File: src/rtl/div32_seq.sv
// Iterative 32-bit restoring divider (DIV/DIVU), LO=q, HI=r, one quotient bit per cycle.
// Latency: start sampled at edge 0 -> done in cycle 34 (cycle 1 when the divisor is zero).
// Backpressure: none; busy stalls the pipeline, start while busy/done is dropped, cancel aborts.
//
// Ports:
//   clk, rst_n       clock (rising edge), asynchronous active-low reset
//   start            start request, sampled in IDLE only
//   sign             1 = signed (DIV), 0 = unsigned (DIVU); latched at start
//   a, b             dividend / divisor; latched at start
//   cancel           pipeline flush; aborts a running operation (CALC/FIXUP)
//   busy             high while in CALC or FIXUP
//   done             one-cycle pulse; q/r/dbz valid
//   q, r             quotient / remainder, held until the next completed operation
//   dbz              divide-by-zero flag of the last completed operation
//
// Configuration macro: DIV_SIGNED_EN. When undefined the sign input is ignored and
// every operation is unsigned; the FIXUP cycle still exists so latency is unchanged.

module addsub32 (
  input  logic [31:0] a,
  input  logic [31:0] b,
  input  logic        sub,
  output logic [31:0] y,
  output logic        cout
);
  // Subtraction as a + ~b + 1; cout=1 on subtract means "no borrow".
  logic [32:0] sum;

  assign sum  = {1'b0, a} + {1'b0, (sub ? ~b : b)} + {32'd0, sub};
  assign y    = sum[31:0];
  assign cout = sum[32];
endmodule

module div32_seq #(
  parameter int WIDTH = 32,
  parameter int CNT_W = 5
) (
  input  logic             clk,
  input  logic             rst_n,
  input  logic             start,
  input  logic             sign,
  input  logic [WIDTH-1:0] a,
  input  logic [WIDTH-1:0] b,
  input  logic             cancel,
  output logic             busy,
  output logic             done,
  output logic [WIDTH-1:0] q,
  output logic [WIDTH-1:0] r,
  output logic             dbz
);

  typedef enum logic [1:0] {
    IDLE  = 2'd0,
    CALC  = 2'd1,
    FIXUP = 2'd2,
    DONE  = 2'd3
  } state_t;

  state_t           state;
  logic [CNT_W-1:0] cnt;
  logic [WIDTH-1:0] rem;     // partial remainder
  logic [WIDTH-1:0] dvd;     // dividend magnitude, shifted out MSB first
  logic [WIDTH-1:0] div;     // divisor magnitude
  logic [WIDTH-1:0] quo;     // quotient being assembled
  logic             neg_q;
  logic             neg_r;

  // Effective signedness of the request presented this cycle.
  logic eff_sign;
`ifdef DIV_SIGNED_EN
  assign eff_sign = sign;
`else
  logic unused_sign;
  assign eff_sign    = 1'b0;
  assign unused_sign = sign;
`endif

  logic [WIDTH-1:0] abs_a;
  logic [WIDTH-1:0] abs_b;

  assign abs_a = (eff_sign && a[WIDTH-1]) ? ({WIDTH{1'b0}} - a) : a;
  assign abs_b = (eff_sign && b[WIDTH-1]) ? ({WIDTH{1'b0}} - b) : b;

  // Shared adder: trial subtraction in CALC, quotient negation in FIXUP.
  // The trial value {rem,dvd[31]} is 33 bits; its low 32 bits go through the
  // adder and rem[31] stands in for the 33rd bit. If rem[31] is set the trial
  // value exceeds any divisor, so the subtraction always succeeds and the
  // 32-bit difference is exact (the result is below the divisor).
  logic [WIDTH-1:0] as_a;
  logic [WIDTH-1:0] as_b;
  logic [WIDTH-1:0] as_y;
  logic             as_cout;
  logic             qbit;

  always_comb begin
    as_a = {rem[WIDTH-2:0], dvd[WIDTH-1]};
    as_b = div;
    if (state == FIXUP) begin
      as_a = {WIDTH{1'b0}};
      as_b = quo;
    end
  end

  addsub32 u_as_main (
    .a    (as_a),
    .b    (as_b),
    .sub  (1'b1),
    .y    (as_y),
    .cout (as_cout)
  );

  assign qbit = rem[WIDTH-1] | as_cout;

  // The remainder negation must happen in the same FIXUP cycle as the
  // quotient negation, so it gets its own adder.
  logic [WIDTH-1:0] rneg;
  logic             unused_rneg_cout;

  addsub32 u_as_rneg (
    .a    ({WIDTH{1'b0}}),
    .b    (rem),
    .sub  (1'b1),
    .y    (rneg),
    .cout (unused_rneg_cout)
  );

  always_ff @(posedge clk or negedge rst_n) begin
    if (!rst_n) begin
      state <= IDLE;
      cnt   <= '0;
      rem   <= '0;
      dvd   <= '0;
      div   <= '0;
      quo   <= '0;
      neg_q <= 1'b0;
      neg_r <= 1'b0;
      busy  <= 1'b0;
      done  <= 1'b0;
      q     <= '0;
      r     <= '0;
      dbz   <= 1'b0;
    end else begin
      done <= 1'b0;
      case (state)
        IDLE: begin
          // cancel is deliberately not looked at here: start always wins.
          if (start) begin
            dbz   <= 1'b0;
            cnt   <= '0;
            rem   <= '0;
            quo   <= '0;
            dvd   <= abs_a;
            div   <= abs_b;
            neg_q <= eff_sign & (a[WIDTH-1] ^ b[WIDTH-1]);
            neg_r <= eff_sign & a[WIDTH-1];
            if (b == '0) begin
              // Divide by zero completes immediately, busy never rises.
              q     <= {WIDTH{1'b1}};
              r     <= a;
              dbz   <= 1'b1;
              done  <= 1'b1;
              state <= DONE;
            end else begin
              busy  <= 1'b1;
              state <= CALC;
            end
          end
        end

        CALC: begin
          if (cancel) begin
            busy  <= 1'b0;
            state <= IDLE;
          end else begin
            rem <= qbit ? as_y : {rem[WIDTH-2:0], dvd[WIDTH-1]};
            quo <= {quo[WIDTH-2:0], qbit};
            dvd <= {dvd[WIDTH-2:0], 1'b0};
            cnt <= cnt + 1'b1;
            if (cnt == CNT_W'(WIDTH - 1)) begin
              state <= FIXUP;
            end
          end
        end

        FIXUP: begin
          if (cancel) begin
            busy  <= 1'b0;
            state <= IDLE;
          end else begin
            // Outputs change only here and on divide-by-zero, so partial
            // results never reach q/r.
            q     <= neg_q ? as_y : quo;
            r     <= neg_r ? rneg : rem;
            busy  <= 1'b0;
            done  <= 1'b1;
            state <= DONE;
          end
        end

        default: begin
          // DONE: start and cancel are both ignored for this one cycle.
          state <= IDLE;
        end
      endcase
    end
  end

endmodule

File: config.mk
export PLATFORM = sky130hd
export DESIGN_NAME = div32_seq
export DESIGN_NICKNAME = d
export VERILOG_FILES = /design/src/rtl/div32_seq.sv
export SDC_FILE = /design/constraint.sdc
export NUM_CORES = 1
export LEC_CHECK = 0
export CAP_MARGIN = 10
export CORE_MARGIN = 2
export CORE_UTILIZATION = 50
export CTS_CLUSTER_SIZE = 20
export DETAILED_ROUTE_END_ITERATION = 10
export PLACE_DENSITY = 0.74
export SETUP_SLACK_MARGIN = 0.05
export SKIP_CTS_REPAIR_TIMING = 1
export SLEW_MARGIN = 40
export SYNTH_ARGS = -nofsm -noshare
export SYNTH_HDL_FRONTEND = slang
export SYNTH_SLANG_ARGS = --single-unit
File: constraint.sdc
create_clock -name clk -period 10 [get_ports clk]
set_clock_uncertainty 0.05 [all_clocks]
set_input_delay 2 -clock clk [delete_from_list [all_inputs] [get_ports clk]]
set_output_delay 2 -clock clk [all_outputs]
set_load 0.01 [all_outputs]
### Word level (Yosys, flattened, before mapping)

Index checks and enable logic that the tools add are counted.

* add/sub/neg operators: 3
* equal/unequal tests: 10
* muxes and demuxes: 36
* bitwise operators: 2
* reduce and logical (&&, ||, !) cells: 10

Operators with widths (number)
* 2-to-1 mux 32 bit: 14
* case mux 32 bit (2 select lines): 5
* adder 32 x 32 -> 33 bit: 1
* adder 33 x 1 -> 33 bit (second input constant): 1
* zero test 32 bit: 1
* inverter 32 bit: 1
* inequality test 2 bit (second input constant): 6
* 2-to-1 mux 2 bit: 5
* 2-to-1 mux 5 bit: 2
* case mux 5 bit (2 select lines): 1
* AND reduction 4 bit: 2
* 2-to-1 mux 1 bit: 6
* case mux 2 bit (3 select lines): 1
* adder 5 x 1 -> 5 bit (second input constant): 1
* equality test 5 bit (second input constant): 1
* AND reduction 2 bit: 2
* nonzero test 2 bit: 2
* inequality test 3 bit (second input constant): 1
* case mux 1 bit (3 select lines): 1
* AND reduction 3 bit: 1
* nonzero test 3 bit: 1
* equality test 2 x 1 -> 1 bit (second input constant): 1
* equality test 2 bit (second input constant): 1
* zero test 2 bit: 1
* 2 further kinds: 2

* flip-flop bits (word level): 202
* input port bits: 69
* logic and storage cells: 72

### Logic depth before layout (Yosys ltp)

* word-level depth: 9
* mapped depth: 17
* gate-level depth less buffers: 14

### Modules after synthesis

From an unflattened synthesis, not the netlist that was laid out.

* cells, all modules: 1136
* area, all modules: 11339.6 um^2

Modules (own cells, without submodules)
* div32_seq: times used 1, cells each 842, area an instance 9207.6 um^2, seq. area each 5054.8 um^2
* addsub32: times used 1, cells each 294, area an instance 2132.0 um^2, seq. area each 0.0 um^2

### Worst setup path after synthesis

Ideal clock, no wire load.

* kind: register -> register
* start: register state[0]
* end: register rem[29]
* setup time: 0.082 ns
* data arrival time: 4.049 ns
* required time: 9.868 ns
* path slack: 5.819 ns
* cell stages (with the launch flop): 17
* buffers on the path: 3
* period minus slack after synthesis: 4.181 ns
* path through: dfrtp_1 inv_1 ha_1 clkbuf_1 clkbuf_1 buf_1 mux2i_1 ha_1 and4_4 a21oi_2 nor2b_4 a311oi_2 nor3_2 o41ai_4 a21oi_2 or4_1 a31oi_1

* word-level cells in the longest chain between the ends: 9
* elaborated cells on any way between the ends: 16

Ends and longest elaborated chain
* from (decl): line 59 `state_t state;`
* from (signal assigned): line 129 `state <= IDLE;`
* from (signal assigned): line 162 `state <= DONE;`
* from (signal assigned): line 165 `state <= CALC;`
* equality test 2 bit: line 98 `if (state == FIXUP) begin`
* 2-to-1 mux 32 bit: line 98
* inverter 32 bit: line 29 `assign sum = {1'b0, a} + {1'b0, (sub ? ~b : b)} + {32'd0, sub};`
* adder 32 x 32 -> 33 bit: line 29
* adder 33 x 1 -> 33 bit: line 29
* bitwise OR 1 bit: line 112 `assign qbit = rem[WIDTH-1] | as_cout;`
* 2-to-1 mux 32 bit: line 175 `rem <= qbit ? as_y : {rem[WIDTH-2:0], dvd[WIDTH-1]};`
* 2-to-1 mux 32 bit: line 171 `if (cancel) begin`
* case mux 32 bit (2 select lines): line 144 `case (state)`
* to (signal assigned): line 175
* to (decl): line 61 `logic [WIDTH-1:0] rem;`

Parallel ways exist; a longest one is shown, timed or not. The select of a mux whose other input is x is not followed.
A chain may end at the register's enable or synchronous reset.

### Worst setup path after layout

* start: register state[0]
* end: register rem[23]

The elaborated chain is that of the path after synthesis.

==> impl_results.md <==
* Drt first pass iters at 4
* CP cell instances: inv_1 -> ha_4 -> buf_12 -> buf_4 -> buf_12 -> nor2b_1 -> ha_1 -> nand2_1 -> o21ai_0 -> o2111ai_1 -> a21boi_0 -> a211oi_1 -> o21ai_2 -> buf_4 -> o311ai_0 -> a21oi_1 -> a21o_1
* Sequential power share at 29.0%
* RSZ-0062 raised after global routing: no
* Boundary Pins at 136
* Switching power at 1.82 mW
* Total number of vias at 8561
* CTS tree: built
* CTS Root Cell: clkbuf_16
* Syn-to-layout area delta at 22.0%
* First-pass GRT wire length at 44600 microns
* Seq cells post-synth at 202
* Register area at 5050 sq um
* Worst path required time at 10400 ps
* DP Worst Slack at 4810 ps
* Final Setup Violations at 0
* CP max FO at 43
* LEAKAGE at 6.07 nW
* Vias in the first global route at 8508
* Design area at 13300 sq um
* TNS Setup at 0 ps
* Ant diodes at 0
* CTS Sinks at 202
* Post-DP HPWL at 18200 microns
* Slew @ Worst Pin at 802 ps
* Antenna violations before repair at 0
* Die Area at 23100 sq um
* Die Height at 152 microns
* Layout filler cell count at 1891
* Clk_lat worst skew at 500 ps
* Highest Clock Rate at 0.202 GHz
* Final routed DRC violation total at 0
* Nets at 1358
* Largest net degree at the start of global routing at 129
* Average size of a mapped cell at 9.56 sq um
* Post-synth EDFFs at 0
* Syn Std Cell Area at 10900 sq um
* Kind of critical path: reg2reg
* FP Rows at 54
* Post-DR vias/cell at 5.54
* Crit start category: flop
* Pwr dens at 338 nW/um^2
* PortBufs at 134
* Synth cell types at 67
* Predominant post-synthesis flop cell: dfrtp_1
* Min Tclk post-route at 4950 ps
* Total track usage at 23.4%
* Max Slew Vio Count at 0
* Comb power frac at 51.9%
* CTS buffer count at 23
* Async SR Flop Fraction at 100%
* Starting Density at 50.6%
* Status: complete, no violations
* Hold WC Path Type: reg2reg
* Int Power at 2.70 mW
* Switch share at 40.2%
* Clock share of power at 19.1%
* Delay of the slowest critical-path stage at 500 ps
* Die Wd at 152 microns
* GR Overflow Total at 0
* Gp weighted congestion at 0.863
* Worst-path clk slew at 60 ps
* DRT antenna net count at 0
* Final WL at 26900 microns
* Setup ws final at 5050 ps
* Core area at 21600 sq um
* Worst vdd ir at 0.000169 V
* Longest Clk Path Bufs at 3
* Slew headroom at 46.0%
* Cells after Synth at 1145
* Share of cells above drive strength 1 at 8.53%
* Dpl cell area at 12500 sq um
* Seq/Total Area, Yosys at 46.2%
* Max-cap check violation count at 0
* Critical-path top delay cell: ha_4
* CP Data Arrival Time at 5340 ps
* Final Hold Vio Count at 0
* Syn. warnings at 0
* Period utilisation layout at 49.5%
* H-tree Lvls at 1
* Setup crit end kind: flop
* DR iter-0 viols at 479
* Area of the multi-input gates at 5590 sq um
* Wire per inst at 17.4 microns
* Post-synthesis net count at 1253
[cell usage after synthesis (11+ instances only)]
cell	count	share of area (%)
nand2_1	230	7.9
dfrtp_1	202	46
o21ai_0	137	6.3
mux2i_1	103	9.4
nor2b_1	68	3.9
clkbuf_1	55	1.9
a21oi_1	50	2.3
ha_1	38	4.3
nand3_1	38	1.7
mux2_2	35	3.6
nor2_1	24	0.82
xnor2_1	16	1.3
inv_1	12	0.41
xor2_1	11	0.88
[critical path: cells and delay by family (launching register included)]
| kind | cells | cell delay, ps |
|---|---|---|
| buf+inv | 5 | 1440 |
| simple gates | 2 | 260 |
| flops | 1 | 400 |
| compound gates | 8 | 1760 |
| fa+ha+maj | 2 | 890 |
[final cells by class]
cell class	count	area share [%]
multi-input combinational	864	41.9
sequential	202	37.9
timing repair buffer	147	11.4
clock buffer	33	5.12
tap	280	2.62
clock inverter	8	0.722
inverter	12	0.337
[sequential cells by signal, indices dropped and copies added (netlist names)]
name	flops
busy	1
div	32
rem	32
cnt	5
done	1
quo	32
q	32
state	2
r	32
dbz	1
dvd	32
[worst paths after layout]
check                      cells past startpoint  slack [ps]                 start             endpoint
max                                           17        5050  state[0]$_DFFE_PN0P_  rem[23]$_DFFE_PN0P_
min                                            2         430   dvd[23]$_DFFE_PN0P_  dvd[23]$_DFFE_PN0P_
max reg2reg                                   17        5050  state[0]$_DFFE_PN0P_  rem[23]$_DFFE_PN0P_
min reg2reg                                    2         430   dvd[23]$_DFFE_PN0P_  dvd[23]$_DFFE_PN0P_
max in group asynchronous                      2        7340                 rst_n   div[6]$_DFFE_PN0P_
min in group asynchronous                      1        1440                 rst_n    q[31]$_DFFE_PN0P_
[stage by stage]
step                      util, %  instances  hold slack (ps)  power, mW
after global placement       57.6       1501              411       3.57
after detailed placement     57.8       1502              420       3.64
after CTS                    61.4       1543              433       4.52
final                        61.7       1546              426       4.52
after global routing         61.7       1546              449       4.87
after floorplan                 -       1145              395       2.93
[kinds of logic (layout without fill, tap and decap cells)]
family                   after synthesis  after routing  synth area share (%)
AO/OA/AOI/OAI                        258            258                  14.1
XOR/XNOR                              27             27                  2.16
adder cells (fa/ha/maj)               39             39                  4.53
buffers and inverters                 79            200                  3.10
flip-flops                           202            202                  46.2
multiplexers                         138            138                  13.0
AND/OR/NAND/NOR                      402            402                  16.9
[per-layer routing]
metal | global-route usage, % | vias to the layer above | routed length (microns)
met5 | 0 | - | 0
met4 | 5.56 | 0 | 468
met3 | 3.17 | 37 | 1040
met2 | 40.4 | 176 | 13700
met1 | 31.5 | 4132 | 11700
li1 | - | 4216 | -
[power by group through the flow]
stage          Combinational, mW  Clock [mW]  Sequential (mW)
2_1_floorplan               1.60           0             1.33
3_3_place_gp                2.26           0             1.31
3_5_place_dp                2.31           0             1.32
4_1_cts                     2.33       0.878             1.31
5_1_grt                     2.60       0.915             1.35
6_report                    2.34       0.861             1.31
[cells in the final DEF, fill, tap and decap left out, types with 4 or more instances in the layout]
master,instances
nand3_1,38
xnor2_1,16
nand2_1,230
a22o_1,5
mux2i_1,103
nor2b_1,68
dfrtp_1,202
o21ai_0,137
clkbuf_8,8
nand4_1,5
a21oi_1,49
o21a_1,8
clkdlybuf4s50_1,133
inv_1,12
xor2_1,11
clkbuf_16,24
nor2_1,23
clkinv_2,4
nand2b_1,10
mux2_2,35
nor3_1,5
ha_1,36
a21oi_2,4
o211ai_1,6
a31oi_1,4
a21o_1,8
buf_4,5
nor4_1,6
(Power assumes the default switching activity.)
